**src/rtl/reg_dump_if.sv**
```systemverilog
// reg_dump_if: bus bundle for the register dump engine.
//   Read-port side : ra, req (engine -> arbiter/regfile), rd, gnt (back).
//   Stream side    : out_valid, out_data, out_idx, out_last (engine -> consumer),
//                    out_ready (consumer -> engine).
// Handshake rules, for every user of this bundle:
//   - A beat transfers on a rising edge where out_valid && out_ready.
//   - While out_valid is high, out_data/out_idx/out_last are stable and
//     out_valid does not drop until the beat transfers or the dump is aborted.
//   - rd is sampled only on an edge where req && gnt; ra is stable while req
//     is high and gnt is low.
// master = dump engine, slave = environment (regfile port, arbiter, consumer).
interface reg_dump_if #(
  parameter int DW = 32,
  parameter int AW = 5
);
  logic [AW-1:0] ra;
  logic [DW-1:0] rd;
  logic          req;
  logic          gnt;
  logic          out_valid;
  logic          out_ready;
  logic [DW-1:0] out_data;
  logic [AW-1:0] out_idx;
  logic          out_last;

  modport master (
    output ra, req, out_valid, out_data, out_idx, out_last,
    input  rd, gnt, out_ready
  );

  modport slave (
    input  ra, req, out_valid, out_data, out_idx, out_last,
    output rd, gnt, out_ready
  );
endinterface

```
**src/rtl/reg_dump.sv**
```systemverilog
// reg_dump: read-side debug engine for the register file.
// On an accepted start pulse it walks the inclusive index range first..last
// (wrapping mod NREGS) through a borrowed read port and streams each word out,
// tagged with its index, on a valid/ready channel.
// Ports:
//   clk, rst_n        clock, asynchronous active-low reset
//   start_i           one-cycle start pulse (ignored while busy)
//   abort_i           synchronous abort of a dump in progress
//   first_i, last_i   inclusive index range, sampled on accepted start
//   bus               reg_dump_if.master (read port + output stream)
//   busy_o            dump in progress
//   done_o            one-cycle pulse after the final beat is accepted
//   state_o           current FSM state (IDLE=0, FETCH=1, SEND=2)
module reg_dump #(
  parameter int DW    = 32,
  parameter int AW    = 5,
  parameter int NREGS = 32
) (
  input  logic          clk,
  input  logic          rst_n,
  input  logic          start_i,
  input  logic          abort_i,
  input  logic [AW-1:0] first_i,
  input  logic [AW-1:0] last_i,
  reg_dump_if.master    bus,
  output logic          busy_o,
  output logic          done_o,
  output logic [1:0]    state_o
);

  typedef enum logic [1:0] {
    IDLE  = 2'd0,
    FETCH = 2'd1,
    SEND  = 2'd2
  } state_t;

  state_t        state_q, state_d;
  logic [AW-1:0] idx_q,   idx_d;
  logic [AW-1:0] end_q,   end_d;
  logic [AW-1:0] oidx_q,  oidx_d;
  logic [DW-1:0] data_q,  data_d;
  logic          last_q,  last_d;
  logic          done_q,  done_d;
  logic [AW-1:0] idx_next;

  // Index advance wraps from NREGS-1 back to 0.
  assign idx_next = (idx_q == AW'(NREGS - 1)) ? '0 : idx_q + 1'b1;

  always_comb begin
    state_d = state_q;
    idx_d   = idx_q;
    end_d   = end_q;
    oidx_d  = oidx_q;
    data_d  = data_q;
    last_d  = last_q;
    done_d  = 1'b0;
    unique case (state_q)
      IDLE: begin
        // abort is meaningless here, so a simultaneous start always wins.
        if (start_i) begin
          idx_d   = first_i;
          end_d   = last_i;
          state_d = FETCH;
        end
      end
      FETCH: begin
        if (abort_i) begin
          last_d  = 1'b0;
          state_d = IDLE;
        end else if (bus.gnt) begin
          data_d  = bus.rd;
          oidx_d  = idx_q;
          last_d  = (idx_q == end_q);
          state_d = SEND;
        end
      end
      SEND: begin
        // abort beats a handshake arriving in the same cycle.
        if (abort_i) begin
          last_d  = 1'b0;
          state_d = IDLE;
        end else if (bus.out_ready) begin
          if (last_q) begin
            done_d  = 1'b1;
            state_d = IDLE;
          end else begin
            idx_d   = idx_next;
            state_d = FETCH;
          end
        end
      end
      default: state_d = IDLE;
    endcase
  end

  always_ff @(posedge clk or negedge rst_n) begin
    if (!rst_n) begin
      state_q <= IDLE;
      idx_q   <= '0;
      end_q   <= '0;
      oidx_q  <= '0;
      data_q  <= '0;
      last_q  <= 1'b0;
      done_q  <= 1'b0;
    end else begin
      state_q <= state_d;
      idx_q   <= idx_d;
      end_q   <= end_d;
      oidx_q  <= oidx_d;
      data_q  <= data_d;
      last_q  <= last_d;
      done_q  <= done_d;
    end
  end

  // ra follows the working index, so it holds its last value in IDLE/SEND.
  assign bus.ra        = idx_q;
  assign bus.req       = (state_q == FETCH);
  assign bus.out_valid = (state_q == SEND);
  assign bus.out_data  = data_q;
  assign bus.out_idx   = oidx_q;
  assign bus.out_last  = last_q;
  assign busy_o        = (state_q != IDLE);
  assign done_o        = done_q;
  assign state_o       = state_q;

endmodule
```
**src/flat_wrapper.sv**
```systemverilog
// flat-port wrapper written by rule: the top's interface ports become plain ports
module reg_dump_flat 
#(
  parameter int DW    = 32,
  parameter int AW    = 5,
  parameter int NREGS = 32
)
  (clk, rst_n, start_i, abort_i, first_i, last_i, busy_o, done_o, state_o, bus_ra, bus_req, bus_out_valid, bus_out_data, bus_out_idx, bus_out_last, bus_rd, bus_gnt, bus_out_ready);
  reg_dump_if #(.DW(DW), .AW(AW)) bus_i ();
  input  logic clk;
  input  logic rst_n;
  input  logic start_i;
  input  logic abort_i;
  input  logic [AW-1:0] first_i;
  input  logic [AW-1:0] last_i;
  output logic busy_o;
  output logic done_o;
  output logic [1:0] state_o;
  output wire logic [$bits(bus_i.ra)-1:0] bus_ra;
  output wire logic [$bits(bus_i.req)-1:0] bus_req;
  output wire logic [$bits(bus_i.out_valid)-1:0] bus_out_valid;
  output wire logic [$bits(bus_i.out_data)-1:0] bus_out_data;
  output wire logic [$bits(bus_i.out_idx)-1:0] bus_out_idx;
  output wire logic [$bits(bus_i.out_last)-1:0] bus_out_last;
  input wire logic [$bits(bus_i.rd)-1:0] bus_rd;
  input wire logic [$bits(bus_i.gnt)-1:0] bus_gnt;
  input wire logic [$bits(bus_i.out_ready)-1:0] bus_out_ready;
  assign bus_ra = bus_i.ra;
  assign bus_req = bus_i.req;
  assign bus_out_valid = bus_i.out_valid;
  assign bus_out_data = bus_i.out_data;
  assign bus_out_idx = bus_i.out_idx;
  assign bus_out_last = bus_i.out_last;
  assign bus_i.rd = bus_rd;
  assign bus_i.gnt = bus_gnt;
  assign bus_i.out_ready = bus_out_ready;
  reg_dump #(.DW(DW), .AW(AW), .NREGS(NREGS)) u_core (.clk(clk), .rst_n(rst_n), .start_i(start_i), .abort_i(abort_i), .first_i(first_i), .last_i(last_i), .bus(bus_i), .busy_o(busy_o), .done_o(done_o), .state_o(state_o));
endmodule
```
**config.mk**
```make
export PLATFORM = sky130hd
export DESIGN_NAME = reg_dump_flat
export DESIGN_NICKNAME = d
export VERILOG_FILES = /design/src/rtl/reg_dump_if.sv /design/src/rtl/reg_dump.sv /design/src/flat_wrapper.sv
export SDC_FILE = /design/constraint.sdc
export NUM_CORES = 1
export LEC_CHECK = 0
export CORE_ASPECT_RATIO = 1.2
export CORE_MARGIN = 5
export CORE_UTILIZATION = 38
export CTS_CLUSTER_SIZE = 40
export DETAILED_ROUTE_END_ITERATION = 16
export GPL_ROUTABILITY_DRIVEN = 1
export PLACE_DENSITY = 0.78
export SLEW_MARGIN = 20
export SYNTH_ARGS = -nofsm -noshare
export SYNTH_HDL_FRONTEND = slang
export SYNTH_SLANG_ARGS = --single-unit
```
**constraint.sdc**
```tcl
create_clock -name clk -period 1.9 [get_ports clk]
set_clock_uncertainty 0.2 [all_clocks]
set_input_delay 0.19 -clock clk [delete_from_list [all_inputs] [get_ports clk]]
set_output_delay 0.19 -clock clk [all_outputs]
set_load 0.01 [all_outputs]
```
======== Yosys cells after proc, flatten, opt, wreduce, memory -nomap -nowiden ========
Index checks and enable logic that the tools add are counted.
word-level totals
  register bits ........................... 51
  bits in latches ......................... 0
  memory bits (writable) .................. 0
  bits in read-only memories .............. 0
  input port bits ......................... 48
  output and inout port bits .............. 49
  logic and storage cells ................. 50
  memories ................................ 0
operators by class
  add/subtract/negate cells ............... 1
  multipliers ............................. 0
  divide/modulo/power cells ............... 0
  $lt $le $gt $ge ......................... 0
  equality and inequality tests ........... 11
  shifts and indexed selects .............. 0
  mux-type cells .......................... 21
  bitwise logic cells ..................... 1
  reductions and logical operators ........ 9
operator list
  cell                 count
  $mux 5               5
  $mux 2               5
  $pmux 5 s2           1
  $reduce_and 3->1     3
  $mux 1               8
  $ne 2x2->1 const B   4
  $ne 3x2->1 const B   2
  $pmux 2 s3           1
  $reduce_bool 2->1    3
  $add 5x1->5 const B  1
  $eq 5x5->1           1
  $eq 5x5->1 const B   1
  $reduce_and 5->1     1
  $eq 2x1->1 const B   1
  $eq 2x2->1 const B   1
  $logic_not 2->1      1
  $ne 2x1->1 const B   1
  $pmux 1 s2           1
  $reduce_and 2->1     1
  $not 1->1            1

======== Longest topological paths before layout ========
  word-level depth ........................ 6
  mapped depth ............................ 6
  depth with buffers taken out ............ 6

======== Least setup slack after synthesis ========
No wires, ideal clock.
  path type ............................... flip-flop to flip-flop
  start point ............................. register u_core.idx_q[0] (netlist: u_core.bus.ra[0])
  end point ............................... register u_core.idx_q[3] (netlist: u_core.bus.ra[3])
  setup time .............................. 0.078 ns
  data arrival time ....................... 1.782 ns
  required time ........................... 1.622 ns
  path slack .............................. -0.160 ns
  stages on the path, launching flop included .. 7
  buffers on the path ..................... 0
  period minus slack after synthesis ...... 2.060 ns
  cells stage by stage .................... dfrtp_1 -> ha_1 -> and3_1 -> ha_1 -> or4b_1 -> o2bb2ai_1 -> o2bb2ai_1
on the way
  word-level cells in the longest chain between the ends .. 6
  elaborated cells between the ends (all ways) .. 7
  classes of those cells .................. add/sub (1); eq/ne (1); mux (5)
ends and longest elaborated chain
  element                                    RTL line         text
  start: declaration                         reg_dump.sv:38   logic [AW-1:0] idx_q, idx_d;
  start signal: assignment                   reg_dump.sv:107  idx_q <= idx_d;
  $add 5x1->5 or $eq 5x5->1 (tied branches)  reg_dump.sv:47   assign idx_next = (idx_q == AW'(NREGS - 1)) ? '0 : idx_q + 1'b1;
  $mux 5 (*)                                 reg_dump.sv:47
  $mux 5 (*)                                 reg_dump.sv:83   if (last_q) begin
  $mux 5 (*)                                 reg_dump.sv:82   end else if (bus.out_ready) begin
  $mux 5 (*)                                 reg_dump.sv:79   if (abort_i) begin
  $pmux 5 s2 (*)                             reg_dump.sv:57   unique case (state_q)
Every way passes the cells marked *; elsewhere a longest branch is shown, timed or not. The select of a mux whose other input is x is not followed.
A chain may end at the register's enable or synchronous reset.

======== Worst setup path after layout ========
Ends and elaborated chain as after synthesis.

==> flow_results.org <==
** Drt
- For this block, the initial DRC count from the detailed router was 46.
- Overall routed net length :: 5400 um
- Average wire per cell in the routed design :: 15.5 um
- Routed length on met2 :: 2620 um
- Using the TritonRoute via totals, the vias-per-cell ratio works out to 4.60.
- After detailed routing, the met3 layer carries 393 um of wire.
- For this block, wires on met1 add up to 2310 um.
- The pre-antenna-repair detailed-routing pass consisted of 3 iterations.
- Detailed routing inserted a total of 1601 vias.
- Highest routing layer actually used :: met4
- DRC errors left :: 0
- Routed Antenna Nets :: 0

** Cells and area
- The library cells used most frequently in the layout, excluding fill and tap cells, are 92 x sky130_fd_sc_hd__clkdlybuf4s50_1, 47 x sky130_fd_sc_hd__dfrtp_1, 23 x sky130_fd_sc_hd__mux2_4, 23 x sky130_fd_sc_hd__mux2_2, 17 x sky130_fd_sc_hd__buf_4.
- Most frequent standard cell in the layout excluding fill and tap cells :: sky130_fd_sc_hd__clkdlybuf4s50_1
- From synthesis to final layout, the design area changed by 56.8%.
- Share of post-route cells with drive strength above 1 :: 33.8%
- After routing the design area is 3600 um^2.
- Fillcell total :: 495
- The final layout contains 315 nets.
- The number of antenna diodes in the final layout is 0.

** Power
- Leakage power total :: 0.00155 uW
- Net switching component of the power :: 1240 uW
- Switching part of the total power :: 29.4%
- The clock network burns 14.2% of the power.
- The share of total power dissipated in sequential elements is 40.1%.
- Across the VDD grid, the largest voltage drop is 0.493 mV.
- Dividing total power by cell area gives a power density of 1180 nW/um^2.
- Cell internal power dissipation :: 2990 uW
- Overall power after layout :: 4230 uW
- Combinational logic burns 45.8% of the power.

** Logic synthesis
- Dominant cell type by area after synthesis :: sky130_fd_sc_hd__dfrtp_1
- The number of nets in the synthesized netlist is 198.
- The number of different library cells used by synthesis comes to 33.
- Count of state elements after synthesis :: 51
- Most used DFF post-synth :: sky130_fd_sc_hd__dfrtp_1
- Post-Syn Area :: 2300 um^2
- In this run the biggest area consumer among cell types represents 55.6% of the synthesized area.
- Ranking of synthesized cells by area :: sky130_fd_sc_hd__dfrtp_1 56%, sky130_fd_sc_hd__mux2_4 15%, sky130_fd_sc_hd__mux2_2 11%
- In the synthesized netlist the async set-or-reset flop fraction comes to 100%.
- EDFF count, synth :: 0
- For this run, the number of Yosys warnings is 0.
- Averaged over all synthesized cells, the footprint is 15.5 um^2.
- Synthesis handed over a netlist of 148 instances.
- Summing the sequential cell areas from Yosys gives 55.6% of the chip area.

** Global routing
- For this run the aggregate overflow at the end of global routing stands at 0.
- The number of global-route vias before repair is 1689.
- Global routing consumed, over all layers together, 14.1% of the routing resources.
- Pin count of the biggest net entering global routing :: 52
- First-pass GRT wire length :: 8250 um
- The number of antenna violations at the first check in global routing was 0.

** Clock tree
- Buffer cell driving the clock tree root :: sky130_fd_sc_hd__clkbuf_8
- Clock-pin slew was measured on the worst setup and hold paths at 0.09 ns.
- Later-pin clock latency in the skew report :: 0.29 ns
- TritonCTS clock tree :: built
- Clk sink count :: 51
- CTS H-Tree Depth :: 2
- Number of buffers on the longest clock path :: 2
- In this run, CTS created clock tree buffers numbering 5.

** Placement
- The wire-length estimate of the detail-placed layout is 4220 um.
- Summing all placed instances gives a cell area of 3460 um^2.
- Post-place setup slack :: -0.0311 ns
- During placement, the flow inserted port buffers numbering 96.
- At the end of routability-driven placement, the weighted congestion stood at 0.824.

** Timing
- Number of pins exceeding their max-slew limit in the final report :: 0
- On the final layout, the worst hold slack is 0.221 ns.
- The number of hold violations in the final report is 0.
- Setup violations remaining at the end of the flow were counted as 1.
- F_max :: 0.523 GHz
- The worst path uses 101% of the clock period.
- Setup WS post-layout :: -0.0107 ns
- Slew @ Worst Pin :: 0.332 ns
- Max-Slew Margin vs Limit :: 77.9%
- After layout, the minimum clock period comes to 1.91 ns.
- Final-layout setup total negative slack :: -0.0107 ns
- Unrepaired setup endpoints after global routing :: true

** Worst setup path
- On the critical path the largest part of the delay comes from simple AND/OR/NAND/NOR gates.
- The signal on the critical path passes through ha_4, and3_4, ha_4, or4b_4, o2bb2ai_2, o2bb2ai_2.
- Critical path type :: flip-flop to flip-flop
- The worst setup path is captured at a flip-flop.
- Together, buffers and inverters on the worst path number 0.
- STA classifies the critical path startpoint as a flip-flop.
- Arrival @ worst endpoint :: 1.94 ns
- In this design, the stage delay of the slowest critical-path cell is 0.47 ns.
- Among all stages on the critical path, the largest delay is contributed by sky130_fd_sc_hd__or4b_4.
- Largest fanout on the critical path :: 2
- Worst Path Required :: 1.93 ns

** Floorplanning
- The die is 81.0 um wide.
- The initial utilization of the core area, before any placement, comes to 38.5%.
- Num rows :: 31
- 97 I/O pins were placed.
- Core footprint :: 5970 um^2
- Die boundary height :: 95.2 um
- Die outline area :: 7710 um^2

** Status
- The flow ran to the end, but the final reports show violations.
- Failing checks :: negative setup slack

** Job
- The tool flagged a number of max-cap violations equal to 0.

** Worst hold path
- The path class of the tightest hold or removal check is primary input to async pin.
-- worst register-to-register path: stages, from the launching register on --
cell and delay, ns:
sky130_fd_sc_hd__dfrtp_2 0.44, sky130_fd_sc_hd__ha_4 0.17, sky130_fd_sc_hd__and3_4 0.18, sky130_fd_sc_hd__ha_4 0.15, sky130_fd_sc_hd__or4b_4 0.47, sky130_fd_sc_hd__o2bb2ai_2 0.14, sky130_fd_sc_hd__o2bb2ai_2 0.11
-- state kept, by name, indices dropped and copies added (netlist names) --
name / flops
u_core.bus.out_data: 32
u_core.done_o: 1
u_core.bus.out_idx: 5
u_core.bus.out_last: 1
u_core.bus.ra: 5
u_core.end_q: 5
u_core.state_o: 2
-- layout make-up --
cell class,instances,area [um^2],share of cell area (%)
Clock buffer,6,72.6,2.02
Multi-Input combinational cell,84,976,27.1
Timing Repair Buffer,116,1130,31.4
Sequential cell,51,1280,35.6
Tap cell,82,103,2.85
Clock inverter,2,12.5,0.347
Inverter,7,26.3,0.730
-- power groups by stage --
stage          Clock, uW  Combinational [uW]  Sequential, uW
2_1_floorplan          0                 665            1900
3_3_place_gp           0                1900            1700
3_5_place_dp           0                1950            1720
4_1_cts              624                1960            1700
5_1_grt              674                2070            1750
6_report             600                1940            1700
-- Yosys cell counts (2+ instances only) --
master	n
sky130_fd_sc_hd__xnor2_1	3
sky130_fd_sc_hd__inv_1	7
sky130_fd_sc_hd__nand2b_1	3
sky130_fd_sc_hd__ha_1	2
sky130_fd_sc_hd__mux2i_1	2
sky130_fd_sc_hd__dfrtp_1	51
sky130_fd_sc_hd__o2bb2ai_1	2
sky130_fd_sc_hd__buf_6	4
sky130_fd_sc_hd__mux2_4	23
sky130_fd_sc_hd__xor2_1	2
sky130_fd_sc_hd__mux2_2	23
sky130_fd_sc_hd__nor3b_1	2
sky130_fd_sc_hd__nor2_1	3
sky130_fd_sc_hd__a221oi_1	2
-- kinds of logic (layout without fill, tap and decap cells) --
family	Yosys count	count (layout)	synth area share (%)
adder cells (fa/ha/maj)	2	2	1.09
XOR/XNOR	5	5	1.91
multiplexers	48	48	27.2
buffers and inverters	13	131	4.19
flip-flops	51	51	55.6
AND/OR/NAND/NOR	17	17	5.61
AO/OA/AOI/OAI	12	12	4.47
-- worst paths after layout --
kind / slack, ns / from / to / depth (start not counted)
max in group asynchronous: 1.04 / rst_n / u_core.bus.ra[0] / 3
worst min-delay path: 0.22 / rst_n / u_core.bus.out_data[29] / 3
min in group clk: 0.30 / bus_rd[11] / u_core.bus.out_data[11] / 2
worst max register to register: -0.01 / u_core.bus.ra[0] / u_core.bus.ra[3] / 6
worst min register to register: 0.31 / u_core.bus.out_idx[4] / u_core.bus.out_idx[4] / 1
worst max-delay path: -0.01 / u_core.bus.ra[0] / u_core.bus.ra[3] / 6
-- through the flow --
stage / utilization (%) / instances
floorplan: - / 148
global placement: 58.0 / 336
detailed placement: 58.0 / 336
CTS: 60.0 / 348
global route: 60.3 / 348
finish: 60.3 / 348
-- layer usage --
layer  vias up  track usage [%]
li1        759                -
met1       774             17.8
met2        61             23.9
met3         7             3.69
met4         0             3.80
met5         -                0
-- timing repair --
item / CTS / global route
setup buffers: 3 / 0
hold buffers: 1 / 0
pin swaps: 3 / 1
hold endpoints to repair: 51 / 0
setup endpoints to repair: 5 / 1
gates resized for setup: 6 / 3
(Power assumes the default switching activity.)
